[src/rtl/fft_consts_pkg.sv]
// Shared FFT constants, complex sample type, AGU state encoding and the
// butterfly address helper used by the address generation unit.
package fft_consts;

  localparam int N          = 8;
  localparam int N_LOG2     = 3;
  localparam int S_W        = $clog2(N_LOG2);
  localparam int K_W        = N_LOG2 - 1;
  localparam int DW         = 16;
  localparam int DW_COMPLEX = 2 * DW;

  typedef struct packed {
    logic signed [DW-1:0] re;
    logic signed [DW-1:0] im;
  } complex_t;

  typedef enum logic [1:0] {
    IDLE   = 2'd0,
    RUN    = 2'd1,
    DRAIN  = 2'd2,
    FINISH = 2'd3
  } agu_state_t;

  typedef struct packed {
    logic [N_LOG2-1:0] a;
    logic [N_LOG2-1:0] b;
    logic [N_LOG2-2:0] tw;
  } bf_addr_t;

  // Butterfly k of stage s: the upper leg keeps the low s bits of k in place
  // and spreads the group index above bit s; the lower leg is 2^s further on.
  function automatic bf_addr_t bf_addr(input logic [S_W-1:0] s,
                                       input logic [K_W-1:0] k);
    bf_addr_t          r;
    logic [N_LOG2-1:0] kx;
    logic [N_LOG2-1:0] mask;
    logic [N_LOG2-1:0] pos;
    logic [N_LOG2-1:0] grp;
    logic [N_LOG2-1:0] twx;
    kx   = {1'b0, k};
    mask = (N_LOG2'(1) << s) - N_LOG2'(1);
    pos  = kx & mask;
    grp  = kx >> s;
    r.a  = (grp << (s + 1'b1)) | pos;
    r.b  = r.a + (N_LOG2'(1) << s);
    twx  = pos << (S_W'(N_LOG2 - 1) - s);
    r.tw = twx[N_LOG2-2:0];
    return r;
  endfunction

endpackage

[src/rtl/fft_agu.sv]
// Address generation unit for the in-place radix-2 DIT FFT. Walks every
// stage/butterfly, drives the twiddle ROM address and presents each
// butterfly's data addresses one cycle later, aligned with the ROM output.
module fft_agu
  import fft_consts::*;
#(
  parameter int BF_LAT = 4
) (
  input  logic              clk,
  input  logic              rst_n,
  input  logic              start,
  output logic              busy,
  output logic              done,
  output logic [N_LOG2-2:0] tw_addr,
  output logic              bf_valid,
  input  logic              bf_ready,
  output logic [N_LOG2-1:0] addr_a,
  output logic [N_LOG2-1:0] addr_b,
  output logic [S_W-1:0]    stage_o,
  output logic              last_in_stage
);

  localparam int DCW = (BF_LAT > 0) ? $clog2(BF_LAT + 1) : 1;

  agu_state_t        state_q, state_d;
  logic [S_W-1:0]    s_q, s_d;
  logic [K_W-1:0]    k_q, k_d;
  logic [DCW-1:0]    drain_cnt_q, drain_cnt_d;
  logic              busy_q, busy_d;
  logic              done_q, done_d;
  logic              bf_valid_q, bf_valid_d;
  logic [N_LOG2-1:0] addr_a_q, addr_a_d;
  logic [N_LOG2-1:0] addr_b_q, addr_b_d;
  logic [S_W-1:0]    stage_q, stage_d;
  logic              last_q, last_d;
  logic [N_LOG2-2:0] tw_q, tw_d;
  logic              fire;
  bf_addr_t          bf;

  // Next-state, issue and output-register logic. On a stall the ROM keeps
  // being addressed with the presented entry's twiddle so data_out holds.
  always_comb begin
    state_d     = state_q;
    s_d         = s_q;
    k_d         = k_q;
    drain_cnt_d = drain_cnt_q;
    busy_d      = busy_q;
    done_d      = 1'b0;
    bf_valid_d  = bf_valid_q;
    addr_a_d    = addr_a_q;
    addr_b_d    = addr_b_q;
    stage_d     = stage_q;
    last_d      = last_q;
    tw_d        = tw_q;

    bf      = bf_addr(s_q, k_q);
    fire    = (state_q == RUN) && (!bf_valid_q || bf_ready);
    tw_addr = fire ? bf.tw : tw_q;

    if (fire) begin
      bf_valid_d = 1'b1;
      addr_a_d   = bf.a;
      addr_b_d   = bf.b;
      stage_d    = s_q;
      last_d     = (k_q == K_W'(N / 2 - 1));
      tw_d       = bf.tw;
    end else if (bf_ready) begin
      bf_valid_d = 1'b0;
    end

    unique case (state_q)
      IDLE: begin
        if (start) begin
          state_d = RUN;
          s_d     = '0;
          k_d     = '0;
          busy_d  = 1'b1;
        end
      end
      RUN: begin
        if (fire) begin
          if (k_q == K_W'(N / 2 - 1)) begin
            k_d         = '0;
            drain_cnt_d = '0;
            state_d     = DRAIN;
          end else begin
            k_d = k_q + 1'b1;
          end
        end
      end
      DRAIN: begin
        // Write-back barrier: the next stage reads what this one writes.
        if (!bf_valid_q) begin
          if (drain_cnt_q == DCW'(BF_LAT)) begin
            drain_cnt_d = '0;
            if (s_q < S_W'(N_LOG2 - 1)) begin
              s_d     = s_q + 1'b1;
              state_d = RUN;
            end else begin
              state_d = FINISH;
            end
          end else begin
            drain_cnt_d = drain_cnt_q + 1'b1;
          end
        end
      end
      FINISH: begin
        done_d  = 1'b1;
        busy_d  = 1'b0;
        s_d     = '0;
        state_d = IDLE;
      end
      default: state_d = IDLE;
    endcase
  end

  // State and output registers with asynchronous reset.
  always_ff @(posedge clk or negedge rst_n) begin
    if (!rst_n) begin
      state_q     <= IDLE;
      s_q         <= '0;
      k_q         <= '0;
      drain_cnt_q <= '0;
      busy_q      <= 1'b0;
      done_q      <= 1'b0;
      bf_valid_q  <= 1'b0;
      addr_a_q    <= '0;
      addr_b_q    <= '0;
      stage_q     <= '0;
      last_q      <= 1'b0;
      tw_q        <= '0;
    end else begin
      state_q     <= state_d;
      s_q         <= s_d;
      k_q         <= k_d;
      drain_cnt_q <= drain_cnt_d;
      busy_q      <= busy_d;
      done_q      <= done_d;
      bf_valid_q  <= bf_valid_d;
      addr_a_q    <= addr_a_d;
      addr_b_q    <= addr_b_d;
      stage_q     <= stage_d;
      last_q      <= last_d;
      tw_q        <= tw_d;
    end
  end

  assign busy          = busy_q;
  assign done          = done_q;
  assign bf_valid      = bf_valid_q;
  assign addr_a        = addr_a_q;
  assign addr_b        = addr_b_q;
  assign stage_o       = stage_q;
  assign last_in_stage = last_q;

endmodule

[config.mk]
export PLATFORM = sky130hd
export DESIGN_NAME = fft_agu
export DESIGN_NICKNAME = d
export VERILOG_FILES = /design/src/rtl/fft_consts_pkg.sv /design/src/rtl/fft_agu.sv
export SDC_FILE = /design/constraint.sdc
export NUM_CORES = 1
export LEC_CHECK = 0
export BUFFER_PORTS_ARGS = -buffer_cell sky130_fd_sc_hd__buf_2
export CORE_MARGIN = 4
export CORE_UTILIZATION = 30
export DETAILED_ROUTE_END_ITERATION = 10
export PLACE_DENSITY = 0.49
export SYNTH_ARGS = -nofsm -noshare
export SYNTH_HDL_FRONTEND = slang
export SYNTH_SLANG_ARGS = --single-unit
[constraint.sdc]
create_clock -name clk -period 2.8 [get_ports clk]
set_input_delay 0.28 -clock clk [delete_from_list [all_inputs] [get_ports clk]]
set_output_delay 0.28 -clock clk [all_outputs]
set_load 0.05 [all_outputs]
== Yosys cells after proc, flatten, opt, wreduce, memory -nomap -nowiden ==
Cells that the tools add are included.
Widths: inputs -> output; s select.

* Mux-type cells: 26
* Bitwise logic cells: 2
* $add $sub $neg: 6
* Shift operators: 4
* Equal/unequal tests: 11
* Reduce and logical (&&, ||, !) cells: 14
* Magnitude comparators: 1

{| class="wikitable"
|+ Operator list
! operator !! number
|-
| $mux 2 || 13
|-
| $mux 3 || 4
|-
| $ne 2x2->1 const B || 5
|-
| $reduce_and 5->1 || 2
|-
| $pmux 2 s4 || 1
|-
| $reduce_bool 2->1 || 4
|-
| $eq 2x2->1 const B || 3
|-
| $pmux 2 s3 || 1
|-
| $pmux 3 s2 || 1
|-
| $add 2x1->2 const B || 2
|-
| $mux 1 || 4
|-
| $pmux 2 s2 || 1
|-
| $reduce_and 4->1 || 1
|-
| $add 3x1->3 const B || 1
|-
| $add 3x3->3 || 1
|-
| $and 2x3->3 || 1
|-
| $eq 3x3->1 const B || 1
|-
| $or 3x3->3 || 1
|-
| $reduce_and 3->1 || 1
|-
| $reduce_bool 3->1 || 1
|-
| $shl 1x2->3 const A || 1
|-
| $shl 3x2->2 || 1
|-
| $shl 3x2->3 || 1
|-
| $shr 2x2->3 || 1
|-
| 11 further kinds || 11
|}

* Word-level logic and storage cells: 76
* Register bits: 23

== Longest topological paths before layout ==
* Depth in word-level cells: 5
* Gate-level depth with buffers: 11
* Mapped depth without buffers: 10

== Least setup slack after synthesis ==
OpenSTA, ideal clock, no wires.

* Path kind: register to register
* Start: reg bf_valid_q (netlist: bf_valid)
* End: reg tw_q[0]
* Data required time: 2503 ps
* Arrival time: 2909 ps
* Setup time: 297 ps
* Path buffers: 1
* Cell stages (with the launch flop): 5
* Slack: -407 ps
* Cell sequence: dfrtp_1 nand2b_1 clkbuf_1 nand2_1 o41ai_1

* Longest elaborated chain between the ends: 4

{| class="wikitable"
|+ Ends and longest elaborated chain
! what !! RTL line !! RTL
|-
| start: declaration || fft_agu.sv:31 || <nowiki>logic bf_valid_q, bf_valid_d;</nowiki>
|-
| start signal: assignment || fft_agu.sv:139 || <nowiki>bf_valid_q <= bf_valid_d;</nowiki>
|-
| $logic_not 1->1 || n/a ||
|-
| $logic_or 1x1->1 || fft_agu.sv:57 || <nowiki>fire = (state_q == RUN) && (!bf_valid_q || bf_ready);</nowiki>
|-
| $logic_and 1x1->1 || fft_agu.sv:57 ||
|-
| $mux 2 || n/a ||
|-
| net tw_addr[0] || fft_agu.sv:14 || <nowiki>output logic [N_LOG2-2:0] tw_addr,</nowiki>
|-
| end signal: assignment || fft_agu.sv:144 || <nowiki>tw_q <= tw_d;</nowiki>
|-
| end: declaration || fft_agu.sv:36 || <nowiki>logic [N_LOG2-2:0] tw_q, tw_d;</nowiki>
|}

The timed path passes the listed nets, and every way through them passes these cells.
A chain may end at the register's enable or synchronous reset.

==> results.py <==
metrics = {
    "run_status": {
        "status": "complete, but fails checks",
        "violations": "negative hold slack",
    },
    "synthesis": {
        "ys_ff_latch": 23,
        "ys_seq_area_share_pct": 45.6,
        "synth_edf_count": 0,
        "yosys-top-cells-area": "dfrtp_1 (46%), ha_1 (6.9%), o21ai_1 (4.0%)",
        "synth.most_common_cell": "dfrtp_1",
        "async_flop_share_pct": 100,
        "synth_top_area_share_pct": 45.6,
        "yosys_most_used_dff": "dfrtp_1",
        "synth_nets": 138,
        "synth_common_cells": "dfrtp_1 (23), o21ai_1 (10), ha_1 (7), inv_1 (7), o21ai_0 (7)",
        "syn_avg_cell_area_sq_um": 10.0,
        "syn_area_sq_um": 1260,
        "synth_top_area_cell": "dfrtp_1",
        "synthCells": 126,
        "synthDistinctLibCells": 39,
        "yosysWarnings": 0,
    },
    "clock_network": {
        "cts_buffer_depth": 2,
        "tritoncts": "built",
        "cts_setup_buffers": 0,
        "cts_hold_buf": 0,
        "clk_pin_slew_ns": 0.09,
        "clk_latency_ns": 0.26,
        "cts_resized": 0,
        "cts_made_buffers": 3,
        "cts_sinks": 23,
        "cts-root-buf": "clkbuf_8",
        "htreeDepth": 1,
    },
    "routing": {
        "drc": 0,
        "routed_wl_um": 2900,
        "wl_met1_um": 1350,
        "vias": 1028,
        "firstDrtPassIters": 4,
        "wl_per_cell_um": 14.8,
        "vias_per_cell": 5.24,
        "drt-initial-drc-count": 54,
        "antenna_left": 0,
        "wl_met3_um": 203,
        "top_layer_used": "met4",
        "wl_met2_um": 1330,
    },
    "sta": {
        "finalSetupTns_ns": 0,
        "clock_skew_ns": 0.00708,
        "rsz0062_at_grt": "no",
        "slew_headroom_pct": 56.4,
        "min_period_over_period_pct": 89.6,
        "period_needed_ns": 2.51,
        "worst_hold_slack_ns": -0.00546,
        "hold_viol_final": 6,
        "worst_pin_slew_ns": 0.652,
        "setup_viol": 0,
        "clock.fmax_ghz": 0.399,
        "fin_ws_ns": 0.292,
        "drv_slew": 0,
    },
    "grt": {
        "grt_usage_pct": 12.2,
        "grt_max_degree": 24,
        "grt_pass1_wl_um": 5040,
        "grt_pass1_vias": 1053,
        "gr-total-overflow": 0,
        "antenna_found_initial": 0,
    },
    "final_layout": {
        "antenna_cells": 0,
        "area_growth_pct": 16.4,
        "final_nets": 159,
        "fin_util_pct": 36.5,
        "drive_gt1_share_pct": 21.2,
    },
    "hold_path": {
        "hp-class": "primary input to async pin",
    },
    "setup_path": {
        "r2r_start": "s_q[0]$_DFFE_PN0P_",
        "r2r_cells": 9,
        "end_kind": "flip-flop",
        "criticalPathCategory": "flip-flop to flip-flop",
        "cp.required_ns": 2.98,
        "cp_max_fo": 6,
        "cp-start-kind": "flip-flop",
        "worstPathArrival_ns": 2.69,
        "ff2ff_setup_slack_ns": 0.29,
        "worst_r2r_endpoint": "addr_b[2]$_DFFE_PN0P_",
    },
    "die": {
        "fp-row-count": 23,
        "chipHeight_um": 72.9,
        "io-pin-count": 18,
        "dieArea_sq_um": 5310,
        "start_util_pct": 31.3,
        "core-area_sq_um": 4030,
        "die_x_um": 72.9,
    },
    "power": {
        "p_leak_nw": 0.670,
        "p_clk_share_pct": 15.1,
        "swShare_pct": 46.7,
        "p_switching_mw": 0.642,
        "internal_power_mw": 0.733,
        "combPwrFrac_pct": 47.5,
        "seq_power_share_pct": 37.5,
        "ir_worst_vdd_mv": 0.311,
        "p_per_area_nw_per_um2": 936,
    },
    "placed_design": {
        "place_ws_ns": 0.295,
        "place.gp.congestion": 0.796,
        "dp_hpwl_um": 2090,
        "io_buffer_count": 17,
    },
    "flow_run": {
        "cap_violations": 0,
    },
}
cells by family (layout without fill, tap and decap cells):
kind of cell	count (synthesis)	in the layout	share of synthesized area (%)
fa+ha+maj	8	8	8.52
compound gates	39	39	20.2
xor+xnor	2	2	1.39
mux	3	3	2.68
buf+inv	14	34	4.86
simple gates	37	37	16.7
flops	23	23	45.6
critical path: stages, from the launching register on:
cell and delay [ns]:
dfrtp_1 0.37, inv_2 0.07, ha_1 0.38, o31ai_1 0.33, ha_1 0.21, inv_1 0.05, fa_1 0.39, xnor2_1 0.15
or3_1 0.31, a31oi_1 0.18
cells in the final DEF (no fill, tap or decap), drive strengths merged, types with 4 or more instances in the layout:
cell type  count
inv            8
nand2b         4
nor2b          4
buf           22
a21oi          4
nand2          6
nor2           6
ha             7
dfrtp         23
clkbuf         4
o21ai         17
power by group through the flow:
stage | Clock (mW) | Combinational [mW] | Sequential (mW)
floorplan | 0 | 0.319 | 0.684
global placement | 0 | 0.658 | 0.519
detailed placement | 0 | 0.658 | 0.522
CTS | 0.220 | 0.661 | 0.516
global route | 0.232 | 0.721 | 0.534
finish | 0.207 | 0.652 | 0.515
through the flow:
| stage | area [sq um] | cells | power (mW) | hold slack (ns) |
|---|---|---|---|---|
| 3_5_place_dp | 1420 | 192 | 1.18 | 0.305 |
| 4_1_cts | 1470 | 196 | 1.40 | 0.0138 |
| 6_report | 1470 | 196 | 1.37 | -0.00546 |
| 2_1_floorplan | 1270 | 126 | 1.00 | -0.0156 |
| 5_1_grt | 1470 | 196 | 1.49 | 0.0375 |
| 3_3_place_gp | 1420 | 192 | 1.18 | 0.291 |
layout make-up:
cell class / count / area, sq um
Fill cell: 420 / 2560
Timing Repair Buffer: 22 / 123
Clock buffer: 4 / 45.0
Inverter: 8 / 30.0
Tap cell: 50 / 62.6
Sequential cell: 23 / 576
Multi-Input combinational cell: 89 / 633
flip-flops by register name (all words and copies together) (netlist names):
signal	count
addr_b	3
state_q	2
tw_q	2
last_in_stage	1
bf_valid	1
done	1
busy	1
drain_cnt_q	3
stage_o	2
s_q	2
k_q	2
addr_a	3
how the worst max path moves through the flow:
| stage | start | endpoint | slack (ns) |
|---|---|---|---|
| global placement | s_q[0]$_DFFE_PN0P_ | addr_b[2]$_DFFE_PN0P_ | 0.43 |
| global route | s_q[1]$_DFFE_PN0P_ | addr_b[2]$_DFFE_PN0P_ | 0.12 |
| detailed placement | s_q[0]$_DFFE_PN0P_ | addr_b[2]$_DFFE_PN0P_ | 0.29 |
| CTS | s_q[0]$_DFFE_PN0P_ | addr_b[2]$_DFFE_PN0P_ | 0.27 |
| floorplan | bf_valid$_DFFE_PN0P_ | tw_addr[0] | 0.30 |
| finish | s_q[0]$_DFFE_PN0P_ | addr_b[2]$_DFFE_PN0P_ | 0.29 |
routing by layer:
metal,GRT usage [%],vias to the layer above
met5,0,-
met4,4.30,0
met3,2.62,2
met2,19.0,28
met1,16.6,499
li1,-,499
Note: power is estimated with default switching activity, not from simulation.
